==> src/rtl/multiply_seq_fixed_if.sv <==
// Operand/result bundle for the sequential fixed-point multiplier.
// master = upstream producer of operands, slave = the multiplier itself.
interface multiply_seq_fixed_if #(
  parameter int D_WIDTH = 32
);
  logic [D_WIDTH-1:0] multiplicand;
  logic [D_WIDTH-1:0] multiplier;
  logic               valid_in;
  logic               ready_out;
  logic [D_WIDTH-1:0] product;
  logic               overflow;
  logic               valid_out;

  modport master (
    output multiplicand,
    output multiplier,
    output valid_in,
    input  ready_out,
    input  product,
    input  overflow,
    input  valid_out
  );

  modport slave (
    input  multiplicand,
    input  multiplier,
    input  valid_in,
    output ready_out,
    output product,
    output overflow,
    output valid_out
  );
endinterface

==> src/rtl/multiply_seq_fixed.sv <==
// Sequential signed fixed-point multiplier (Q(D_WIDTH-Q_BITS).Q_BITS).
// One shift-add step per clock on operand magnitudes, then a single
// round-half-away-from-zero step and sign restoration.
// Optional build macro MULT_SATURATE_EN: clamp the product on overflow
// instead of returning the wrapped low D_WIDTH bits.
module multiply_seq_fixed #(
  parameter int Q_BITS  = 10,
  parameter int D_WIDTH = 32
) (
  input logic                  clock,
  input logic                  reset_n,
  multiply_seq_fixed_if.slave  bus
);

  localparam int CNT_W = (D_WIDTH > 1) ? $clog2(D_WIDTH) : 1;
  localparam int ACC_W = 2 * D_WIDTH;
  localparam int MAG_W = ACC_W - Q_BITS + 1;

  // Rounding constant: half an LSB of the output format.
  localparam logic [ACC_W:0]   HALF_LSB  = (ACC_W + 1)'(1) << (Q_BITS - 1);
  // Largest representable negative magnitude, 2^(D-1).
  localparam logic [MAG_W-1:0] NEG_LIMIT = MAG_W'(1) << (D_WIDTH - 1);
  localparam logic [MAG_W-1:0] POS_LIMIT = NEG_LIMIT - MAG_W'(1);

  typedef enum logic [1:0] {
    IDLE   = 2'd0,
    RUN    = 2'd1,
    FINISH = 2'd2
  } state_t;

  state_t             state_reg;
  state_t             state_next;

  logic [D_WIDTH-1:0] mcand_reg;   // |A|, consumed LSB-first
  logic [ACC_W-1:0]   mplier_reg;  // |B| << cnt, kept pre-shifted
  logic [ACC_W-1:0]   acc_reg;
  logic [CNT_W-1:0]   cnt_reg;
  logic               sign_reg;

  logic [D_WIDTH-1:0] product_reg;
  logic               overflow_reg;
  logic               valid_out_reg;

  // Operand magnitudes; -2^(D-1) maps onto 2^(D-1), which still fits unsigned.
  logic [D_WIDTH-1:0] a_raw;
  logic [D_WIDTH-1:0] b_raw;
  logic [D_WIDTH-1:0] abs_a;
  logic [D_WIDTH-1:0] abs_b;

  assign a_raw = bus.multiplicand;
  assign b_raw = bus.multiplier;
  assign abs_a = a_raw[D_WIDTH-1] ? (~a_raw) + D_WIDTH'(1) : a_raw;
  assign abs_b = b_raw[D_WIDTH-1] ? (~b_raw) + D_WIDTH'(1) : b_raw;

  logic last_iter;
  assign last_iter = (cnt_reg == CNT_W'(D_WIDTH - 1));

  // Rounding and range check on the full-precision magnitude.
  logic [ACC_W:0]     rnd_sum;
  logic [MAG_W-1:0]   mag;
  logic               mag_ovf;
  logic [D_WIDTH-1:0] mag_low;
  logic [D_WIDTH-1:0] wrapped;
  logic [D_WIDTH-1:0] result;

  assign rnd_sum = {1'b0, acc_reg} + HALF_LSB;
  assign mag     = rnd_sum[ACC_W:Q_BITS];
  assign mag_ovf = sign_reg ? (mag > NEG_LIMIT) : (mag > POS_LIMIT);
  assign mag_low = mag[D_WIDTH-1:0];
  // Negating a zero magnitude yields zero, so no negative zero can appear.
  assign wrapped = sign_reg ? (~mag_low) + D_WIDTH'(1) : mag_low;

`ifdef MULT_SATURATE_EN
  logic [D_WIDTH-1:0] sat_value;
  assign sat_value = sign_reg ? {1'b1, {(D_WIDTH-1){1'b0}}}
                              : {1'b0, {(D_WIDTH-1){1'b1}}};
  assign result    = mag_ovf ? sat_value : wrapped;
`else
  assign result    = wrapped;
`endif

  // State register.
  always_ff @(posedge clock or negedge reset_n) begin
    if (!reset_n) begin
      state_reg <= IDLE;
    end else begin
      state_reg <= state_next;
    end
  end

  // Next-state logic: accept in IDLE, D_WIDTH iterations, one rounding cycle.
  always_comb begin
    state_next = state_reg;
    case (state_reg)
      IDLE:    if (bus.valid_in) state_next = RUN;
      RUN:     if (last_iter)    state_next = FINISH;
      FINISH:  state_next = IDLE;
      default: state_next = IDLE;
    endcase
  end

  // Output decode: operands are taken only while idle.
  always_comb begin
    bus.ready_out = (state_reg == IDLE);
  end

  // Shift-add datapath: latch magnitudes on accept, one partial product per RUN cycle.
  always_ff @(posedge clock or negedge reset_n) begin
    if (!reset_n) begin
      mcand_reg  <= '0;
      mplier_reg <= '0;
      acc_reg    <= '0;
      cnt_reg    <= '0;
      sign_reg   <= 1'b0;
    end else begin
      case (state_reg)
        IDLE: begin
          if (bus.valid_in) begin
            mcand_reg  <= abs_a;
            mplier_reg <= {{D_WIDTH{1'b0}}, abs_b};
            acc_reg    <= '0;
            cnt_reg    <= '0;
            sign_reg   <= a_raw[D_WIDTH-1] ^ b_raw[D_WIDTH-1];
          end
        end
        RUN: begin
          if (mcand_reg[0]) begin
            acc_reg <= acc_reg + mplier_reg;
          end
          mcand_reg  <= mcand_reg >> 1;
          mplier_reg <= mplier_reg << 1;
          cnt_reg    <= cnt_reg + CNT_W'(1);
        end
        default: begin
        end
      endcase
    end
  end

  // Result registers: updated only in FINISH, held otherwise; valid_out is a one-cycle pulse.
  always_ff @(posedge clock or negedge reset_n) begin
    if (!reset_n) begin
      product_reg   <= '0;
      overflow_reg  <= 1'b0;
      valid_out_reg <= 1'b0;
    end else begin
      valid_out_reg <= (state_reg == FINISH);
      if (state_reg == FINISH) begin
        product_reg  <= result;
        overflow_reg <= mag_ovf;
      end
    end
  end

  assign bus.product   = product_reg;
  assign bus.overflow  = overflow_reg;
  assign bus.valid_out = valid_out_reg;

endmodule
==> src/flat_wrapper.sv <==
// flat-port wrapper written by rule: the top's interface ports become plain ports
module multiply_seq_fixed_flat 
#(
  parameter int Q_BITS  = 10,
  parameter int D_WIDTH = 32
)
  (clock, reset_n, bus_multiplicand, bus_multiplier, bus_valid_in, bus_ready_out, bus_product, bus_overflow, bus_valid_out);
  multiply_seq_fixed_if #(.D_WIDTH(D_WIDTH)) bus_i ();
  input logic clock;
  input logic reset_n;
  input wire logic [$bits(bus_i.multiplicand)-1:0] bus_multiplicand;
  input wire logic [$bits(bus_i.multiplier)-1:0] bus_multiplier;
  input wire logic [$bits(bus_i.valid_in)-1:0] bus_valid_in;
  output wire logic [$bits(bus_i.ready_out)-1:0] bus_ready_out;
  output wire logic [$bits(bus_i.product)-1:0] bus_product;
  output wire logic [$bits(bus_i.overflow)-1:0] bus_overflow;
  output wire logic [$bits(bus_i.valid_out)-1:0] bus_valid_out;
  assign bus_i.multiplicand = bus_multiplicand;
  assign bus_i.multiplier = bus_multiplier;
  assign bus_i.valid_in = bus_valid_in;
  assign bus_ready_out = bus_i.ready_out;
  assign bus_product = bus_i.product;
  assign bus_overflow = bus_i.overflow;
  assign bus_valid_out = bus_i.valid_out;
  multiply_seq_fixed #(.Q_BITS(Q_BITS), .D_WIDTH(D_WIDTH)) u_core (.clock(clock), .reset_n(reset_n), .bus(bus_i));
endmodule
==> config.mk <==
export PLATFORM = sky130hd
export DESIGN_NAME = multiply_seq_fixed_flat
export DESIGN_NICKNAME = d
export VERILOG_FILES = /design/src/rtl/multiply_seq_fixed_if.sv /design/src/rtl/multiply_seq_fixed.sv /design/src/flat_wrapper.sv
export SDC_FILE = /design/constraint.sdc
export NUM_CORES = 1
export LEC_CHECK = 0
export ABC_CLOCK_PERIOD_IN_PS = 3900
export CAP_MARGIN = 15
export CELL_PAD_IN_SITES_DETAIL_PLACEMENT = 0
export CELL_PAD_IN_SITES_GLOBAL_PLACEMENT = 1
export CORE_AREA = 2 2 208 210
export CTS_BUF_LIST = sky130_fd_sc_hd__clkbuf_16
export DETAILED_ROUTE_END_ITERATION = 16
export DIE_AREA = 0 0 210 212
export MAX_ROUTING_LAYER = met4
export PLACE_DENSITY_LB_ADDON = 0.1
export SLEW_MARGIN = 30
export SYNTH_ARGS = -nofsm -noshare
export SYNTH_HDL_FRONTEND = slang
export SYNTH_SLANG_ARGS = --single-unit
export TNS_END_PERCENT = 100
==> constraint.sdc <==
create_clock -name clock -period 3.9 [get_ports clock]
set_input_delay 0.78 -clock clock [delete_from_list [all_inputs] [get_ports clock]]
set_output_delay 0.78 -clock clock [all_outputs]
set_load 0.01 [all_outputs]
# --- Word-level counts from Yosys, hierarchy flattened ---
# Cells that the tools add are included.
totals:
  out_inout_bits: 35
  inputBits: 67
  register_bits: 202
  word_cells: 49
op_classes:
  n_reduce_logical: 6
  n_mux: 16
  bitwise_logic: 4
  n_lt_le_gt_ge: 2
  n_eq_ne: 6
  n_addsub: 6
op_table:
  columns: ["op", "n"]
  rows:
  - ["case mux 64 bit (2 select lines)", 2]
  - ["2-to-1 mux 64 bit", 3]
  - ["2-to-1 mux 32 bit", 4]
  - ["adder 32 x 1 -> 32 bit (second input constant)", 3]
  - ["inverter 32 bit", 3]
  - ["adder 64 x 10 -> 65 bit (second input constant)", 1]
  - ["adder 64 bit", 1]
  - ["case mux 32 bit (2 select lines)", 1]
  - ["> comparator 55 x 31 -> 1 bit (second input constant)", 1]
  - ["> comparator 55 x 32 -> 1 bit (second input constant)", 1]
  - ["case mux 5 bit (2 select lines)", 1]
  - ["AND reduction 2 bit", 3]
  - ["adder 5 x 1 -> 5 bit (second input constant)", 1]
  - ["== test 5 bit (second input constant)", 1]
  - ["2-to-1 mux 5 bit", 1]
  - ["2-to-1 mux 2 bit", 2]
  - ["!= test 2 x 1 -> 1 bit (second input constant)", 2]
  - ["case mux 2 bit (2 select lines)", 1]
  - ["AND reduction 3 bit", 1]
  - ["== test 2 x 1 -> 1 bit (second input constant)", 1]
  - ["== test 2 bit (second input constant)", 1]
  - ["zero test 2 bit", 1]
  - ["!= test 2 bit (second input constant)", 1]
  - ["nonzero test 2 bit", 1]
  - ["other kinds (2)", 2]

# --- Depth between registers and ports, before layout ---
# Gate-level depths: netlist of run 1.
logic_depth:
  depth_word: 5
  depth_mapped: 12
  mapped_depth_nobuf: 12

# --- Worst setup path before layout of run 1 ---
# No wires, ideal clock.
synth_timing:
  kind: "in2reg"
  from: "input bus_multiplier[5]"
  to: "register u_core.mplier_reg[29]"
  arrival_ps: 3555
  path_slack_ps: 217
  t_required_ps: 3772
  path_stages: 10
  path_buffers: 0
  setup_ps: 128
  cell_sequence: "nor4_2 nand3_1 or3_4 or4_4 or2_4 or4_4 or4_4 o31ai_2 xor2_1 a21oi_1"
synth_via:
  elab_chain_cells: 5
synth_lines:
  columns: ["item", "line", "text"]
  rows:
  - ["from (decl)", "flat_wrapper.sv:12", "input wire logic [$bits(bus_i.multiplier)-1:0] bus_multiplier;"]
  - ["inverter 32 bit", "multiply_seq_fixed.sv:53", "assign abs_b = b_raw[D_WIDTH-1] ? (~b_raw) + D_WIDTH'(1) : b_raw;"]
  - ["adder 32 x 1 -> 32 bit", "multiply_seq_fixed.sv:53", null]
  - ["2-to-1 mux 32 bit", "multiply_seq_fixed.sv:53", null]
  - ["2-to-1 mux 64 bit", "multiply_seq_fixed.sv:118", "if (bus.valid_in) begin"]
  - ["case mux 64 bit (2 select lines)", "multiply_seq_fixed.sv:116", "case (state_reg)"]
  - ["to (signal assigned)", "multiply_seq_fixed.sv:120", "mplier_reg <= {{D_WIDTH{1'b0}}, abs_b};"]
  - ["to (signal assigned)", "multiply_seq_fixed.sv:131", "mplier_reg <= mplier_reg << 1;"]
  - ["to (decl)", "multiply_seq_fixed.sv:35", "logic [ACC_W-1:0] mplier_reg;"]
# Every way passes these cells. The select of a mux whose other input is x is not followed.
# A chain may end at the register's enable or synchronous reset.

# --- Worst setup path after layout of run 1 ---
layout_timing:
  from: "input bus_multiplier[3]"
  to: "register u_core.mplier_reg[29]"
# Same word-level chain as after synthesis.

==> metrics.cfg, run 1 <==
[run_status]
outcome=complete, no violations

[cells_and_area]
drive_gt1_frac=0.09434
fill_cells=4330
diodes=0
area_growth_pct=21.15
nets=2029
final_cells=2454

[pwr]
p_clk_frac=0.170
p_comb_frac=0.565
vdd_drop_max_uv=362.2
p_seq_frac=0.265
p_per_area_nw_per_um2=814.3
power_switching_uw=6648
total_power_uw=14500
p_leak_uw=0.007634
swShare=0.4585
p_int_uw=7852

[clock_tree]
cts-buffers-inserted=27
insertion_delay_ns=0.55
holdBufCountCts=0
cts_root_buf=clkbuf_16
clock-sinks=202
cts_buffer_depth=3
path_clk_slew_ns=0.05
cts_tree=built
cts-htree-levels=1

[synth]
yosys.area.top_type_share=0.3439
synth_cell_types=76
syn-num-nets=1891
syn-mean-instance-area_um2=8.384
synth_area_um2=14700
synth_top_cell_by_area=dfrtp_1
synth_ff_type=dfrtp_1
synthArstFlopShare=1.000
synth_edf_count=0
yosys-top-cells-area=dfrtp_1 34%, o21ai_0 6.8%, ha_1 6.0%, xnor2_1 5.7%, nand2_1 5.6%
ys_seq_area_frac=0.3439
syn-instance-count=1753
ys_ff_latch=202
yosysWarnings=0

[drt]
drcViolationCount=0
ant_nets=0
dr_total_vias=13650
viasPerCell=5.561
first_iter_violations=798
wl_um=45500
routedWlPerCell_um=18.54
drt_first_pass_iters=5

[die]
core_um2=42510
ios=102
die_w_um=210
fp.dieH_um=212
die_area_um2=44520
fp-row-count=76
initial_utilization=0.3458

[place]
gp_congestion=0.8430
place_inst=2407
hpwlAfterDp_um=34480
port_buffers=101

[sta]
finClkSkew_ns=0.01365
min_period_over_period=0.9682
hold_viol_final=0
slew_viol_final=0
whs_ns=0.2488
max_freq_mhz=264.8
finalSetupViolCount=0
period_needed_ns=3.776
slew_headroom=0.3896
tightest_slew_ns=0.9156

[job]
maxCapViolations=0

[grt]
grt_pass1_wl_um=73220
grt_use_total=0.2100
overflow=0
use_met1=0.3013
antenna_found_initial=0
grt_util_met2=0.3192
grt_start_max_net_pins=80
met3_usage=0.02511
top_usage_layer=met2
grt_pass1_vias=13090

[worst_setup_path]
arrival_ns=4.18
crit_path_end_kind=register
cp.required_ns=4.31
crit_type=in2reg
start_kind=input port
worstPathMaxFanout=3

[worst_hold_path]
min_path_type=in2async

-- final timing paths --
path,startpoint,end,slack (ns),cells past startpoint
max reg2reg,u_core.mplier_reg[6]$_DFFE_PN0P_,u_core.acc_reg[60]$_DFFE_PN0P_,0.29,13
min reg2reg,u_core.bus.product[16]$_DFFE_PN0P_,u_core.bus.product[16]$_DFFE_PN0P_,0.48,2
min,reset_n,u_core.acc_reg[13]$_DFFE_PN0P_,0.25,1
max,bus_multiplier[3],u_core.mplier_reg[29]$_DFFE_PN0P_,0.12,11
max in group asynchronous,reset_n,u_core.mcand_reg[20]$_DFFE_PN0P_,2.67,2
min in group clock,u_core.bus.product[16]$_DFFE_PN0P_,u_core.bus.product[16]$_DFFE_PN0P_,0.48,2
-- synth_stat cells, drive strengths merged, types with 48 or more instances --
master	number
a21o	48
a21oi	110
clkbuf	88
dfrtp	202
ha	70
nand2	220
nand3	49
nor2	68
o21ai	199
o22ai	57
xnor2	95
xor2	84
-- layer usage --
metal  vias up  routed length, um
met3        55               1805
met4         0                767
li1       6811                  -
met2       256              19870
met5         -                  0
met1      6524              23060
-- layout by cell type, fill, tap and decap left out, types with 12 or more instances in the layout --
cell / n
nand4_1: 43
a31oi_1: 18
xor2_1: 84
nor4_1: 13
nand3_1: 48
a21o_1: 48
a21oi_1: 110
xnor2_1: 95
inv_1: 39
o21ai_0: 198
and4_1: 12
o21bai_1: 12
dfrtp_1: 202
a22o_1: 39
clkbuf_16: 27
a22oi_1: 34
buf_4: 108
ha_1: 70
nor2_1: 66
nand2_1: 219
clkdlybuf4s50_1: 99
or4_1: 16
o31ai_1: 33
or3_1: 13
o22ai_1: 57
and3_1: 31
nor3_1: 24
-- cell families after synthesis --
| group | share of synthesized area |
|---|---|
| DFF | 0.3439 |
| AOI/OAI and AO/OA | 0.2659 |
| buffers and inverters | 0.03737 |
| and+or+nand+nor | 0.1811 |
| adders and majority gates | 0.06095 |
| muxes | 0.004171 |
| xor gates and xnor gates | 0.1067 |
-- power groups by stage --
stage               Clock (uW)  Combinational [uW]  Sequential, uW
floorplan                    0                5860            3480
global placement             0                8160            3840
detailed placement           0                8190            3850
CTS                       2530                8230            3820
global route              2620                9230            3960
finish                    2460                8200            3840
-- layout make-up --
class | instances | area [um^2] | share of cell area
sequential | 202 | 5055 | 0.2839
clock buffer | 27 | 675.6 | 0.03795
timing repair buffer | 213 | 1908 | 0.1072
multi-input combinational | 1411 | 9163 | 0.5146
clock inverter | 19 | 186.4 | 0.01047
tap | 546 | 683.2 | 0.03837
inverter | 36 | 135.1 | 0.007589
-- critical path, cell delays in order --
cell and delay, ns:
clkdlybuf4s50_1 0.47, nor4_4 0.31, nand3_2 0.11, or3_4 0.34, or4_4 0.43, or2_4 0.26
or4_4 0.51, or4_4 0.47, o31ai_4 0.25, xor2_1 0.17, a21oi_1 0.09
-- metrics by stage --
stage,setup TNS (ns),area (um^2),setup WS [ns],util
after floorplan,0,14700,0.2170,-
after detailed placement,-4.487,16890,-0.5663,0.3974
after global placement,-3.593,16890,-0.4912,0.3974
after global routing,-0.002216,17810,-0.002216,0.4189
after CTS,0,17760,0.07769,0.4178
final,0,17810,0.1240,0.4189
-- what timing repair did --
| action | in CTS | in global routing |
|---|---|---|
| endpoints found under the hold margin | 0 | 0 |
| gates resized for setup | 1 | 6 |
| setup endpoints to repair | 1 | 5 |
| buffers inserted | 0 | 1 |
| pin swaps | 0 | 3 |
Note: power is estimated with default switching activity, not from simulation.
==> run 2: changes to the inputs <==
Settings changed: CTS_CLUSTER_SIZE set to 25.
==> metrics.cfg, run 2 (synthesis gave the netlist of run 1 again) <==
[drt]
viasPerCell=5.562  ; about the same
drt_first_pass_iters=5  ; unchanged
drcViolationCount=0  ; unchanged
wl_um=45500  ; about the same
routedWlPerCell_um=18.54  ; about the same
first_iter_violations=813  ; +1.9%
ant_nets=0  ; unchanged
dr_total_vias=13650  ; +0.029%

[sta]
min_period_over_period=0.9673  ; about the same
max_freq_mhz=265.1  ; about the same
slew_headroom=0.3726  ; -0.01699
finalSetupViolCount=0  ; unchanged
hold_viol_final=0  ; unchanged
tightest_slew_ns=0.9410  ; +0.02548 ns
period_needed_ns=3.772  ; -0.003681 ns
finClkSkew_ns=0.02495  ; +0.01130 ns
slew_viol_final=0  ; unchanged

[worst_setup_path]
crit_type=in2reg
crit_path_end_kind=register
start_kind=input port
arrival_ns=4.18  ; about the same
critical-path-max-stage-delay_ns=0.50  ; about the same
critPathMostFrequentCell=or4_4
crit_family=simple AND/OR/NAND/NOR gates
cp.required_ns=4.31  ; about the same
slowest_stage=or4_4
r2r_end=u_core.bus.product[29]$_DFFE_PN0P_
worst-r2r-setup-slack_ns=0.27  ; -0.02 ns
cp.buffers_inverters=1  ; unchanged
r2r_start=u_core.acc_reg[9]$_DFFE_PN0P_
worstPathMaxFanout=3  ; unchanged
reg2reg_depth=13  ; unchanged
cp_cell_sequence=clkdlybuf4s50_1 > nor4_4 > nand3_2 > or3_4 > or4_4 > or2_4 > or4_4 > or4_4 > o31ai_4 > xor2_1 > a21oi_1

[pwr]
p_seq_frac=0.266  ; about the same
p_leak_uw=0.007630  ; about the same
power_switching_uw=6666  ; +0.27%
vdd_drop_max_uv=386.5  ; +6.7%
p_int_uw=7791  ; -0.78%
p_comb_frac=0.567  ; +0.002
p_clk_frac=0.167  ; -0.003
p_per_area_nw_per_um2=812.7  ; -0.21%
swShare=0.4611  ; +0.002613

[grt]
overflow=0  ; unchanged
grt_use_total=0.2097  ; -0.0003368
grt_start_max_net_pins=80  ; unchanged
grt_pass1_wl_um=73170  ; about the same
antenna_found_initial=0  ; unchanged
grt_pass1_vias=13100  ; +0.084%

[clock_tree]
holdBufCountCts=0  ; unchanged
cts-htree-levels=1  ; unchanged
clock-sinks=202  ; unchanged
insertion_delay_ns=0.56  ; about the same
cts-buffers-inserted=27  ; unchanged
cts_root_buf=clkbuf_16
cts_buffer_depth=3  ; unchanged
cts_tree=built
path_clk_slew_ns=0.05  ; about the same

[place]
dpl_cell_area_um2=16890  ; unchanged
gp_congestion=0.8430  ; unchanged
hpwlAfterDp_um=34480  ; unchanged
port_buffers=101  ; unchanged
place_inst=2407  ; unchanged

[cells_and_area]
fill_cells=4329  ; -0.023%
final_common_cell=nand2_1
final_cell_mix=219 x nand2_1, 202 x dfrtp_1, 198 x o21ai_0
diodes=0  ; unchanged
nets=2029  ; unchanged
final_cells=2454  ; unchanged
seqCellArea_um2=5055  ; unchanged
final_area_um2=17790  ; about the same
multi_input_area_um2=9163  ; unchanged
drive_gt1_frac=0.09539  ; +0.001048
area_growth_pct=21.04  ; about the same

[die]
core_um2=42510  ; unchanged
fp-row-count=76  ; unchanged
initial_utilization=0.3458  ; unchanged
fp.dieH_um=212  ; unchanged
die_w_um=210  ; unchanged
die_area_um2=44520  ; unchanged
ios=102  ; unchanged

[job]
maxCapViolations=0  ; unchanged

[run_status]
outcome=complete, no violations

[worst_hold_path]
min_path_type=in2async

==> run 2: through the flow <==
step	setup WS [ns]	hold slack (ns)	TNS, ns	power [uW]	utilization
floorplan	0.2170	0.4502	0	9344	-
global placement	-0.4912	0.4597	-3.593	12000	0.3974
detailed placement	-0.5663	0.4699	-4.487	12040	0.3974
CTS	0.01364	0.2635	0	14530	0.4173
global route	-0.004696	0.2914	-0.004696	15760	0.4185
finish	0.1276	0.2356	0	14460	0.4185
==> run 2: worst max path at each step <==
stage | endpoint | slack [ns] | startpoint | depth (start not counted)
2_1_floorplan | u_core.mplier_reg[29]$_DFFE_PN0P_ | 0.22 | bus_multiplier[5] | 10
6_report | u_core.mplier_reg[29]$_DFFE_PN0P_ | 0.13 | bus_multiplier[3] | 11
3_5_place_dp | u_core.mcand_reg[29]$_DFFE_PN0P_ | -0.57 | bus_multiplicand[4] | 12
4_1_cts | u_core.mcand_reg[29]$_DFFE_PN0P_ | 0.01 | bus_multiplicand[4] | 12
5_1_grt | u_core.mplier_reg[29]$_DFFE_PN0P_ | -0.005 | bus_multiplier[7] | 11
3_3_place_gp | u_core.mcand_reg[29]$_DFFE_PN0P_ | -0.49 | bus_multiplicand[4] | 12
==> run 2: layout make-up <==
type                            instances  share of cell area
Clock inverter                         19            0.009565
Clock buffer                           27             0.03798
Timing Repair Buffer                  213              0.1073
Multi-Input combinational cell       1411              0.5151
Inverter                               36            0.007596
Tap cell                              546             0.03840
Sequential cell                       202              0.2841
==> run 2: worst reg2reg max path, cell delays in order, from the launching register on <==
cell	delay, ns
dfrtp_1	0.50
ha_1	0.29
and3_1	0.31
buf_4	0.20
nand4_1	0.11
xor2_1	0.30
nor3b_1	0.27
and3b_1	0.25
nor4b_2	0.35
nand4_1	0.22
buf_4	0.20
o31ai_1	0.23
xnor2_1	0.15
o21ai_0	0.08
==> run 2: power by group through the flow <==
stage          Combinational [uW]  Clock [uW]  Sequential [uW]
4_1_cts                      8230        2480             3820
6_report                     8200        2420             3840
3_3_place_gp                 8160           0             3840
3_5_place_dp                 8190           0             3850
5_1_grt                      9230        2570             3960
2_1_floorplan                5860           0             3480
==> run 2: repair_timing <==
item | in CTS | in global routing
resized for setup | 0 | 7
endpoints found under the hold margin | 0 | 0
setup buffers | 0 | 1
setup endpoints to repair | 0 | 6
==> run 2: per-layer routing <==
layer,part of all wire,routed length [um],vias up,GRT usage
met5,0,0,-,-
met3,0.040,1802,52,0.02541
met2,0.44,20060,252,0.3207
li1,-,-,6803,-
met1,0.50,22940,6543,0.2997
met4,0.015,697,0,0.04206
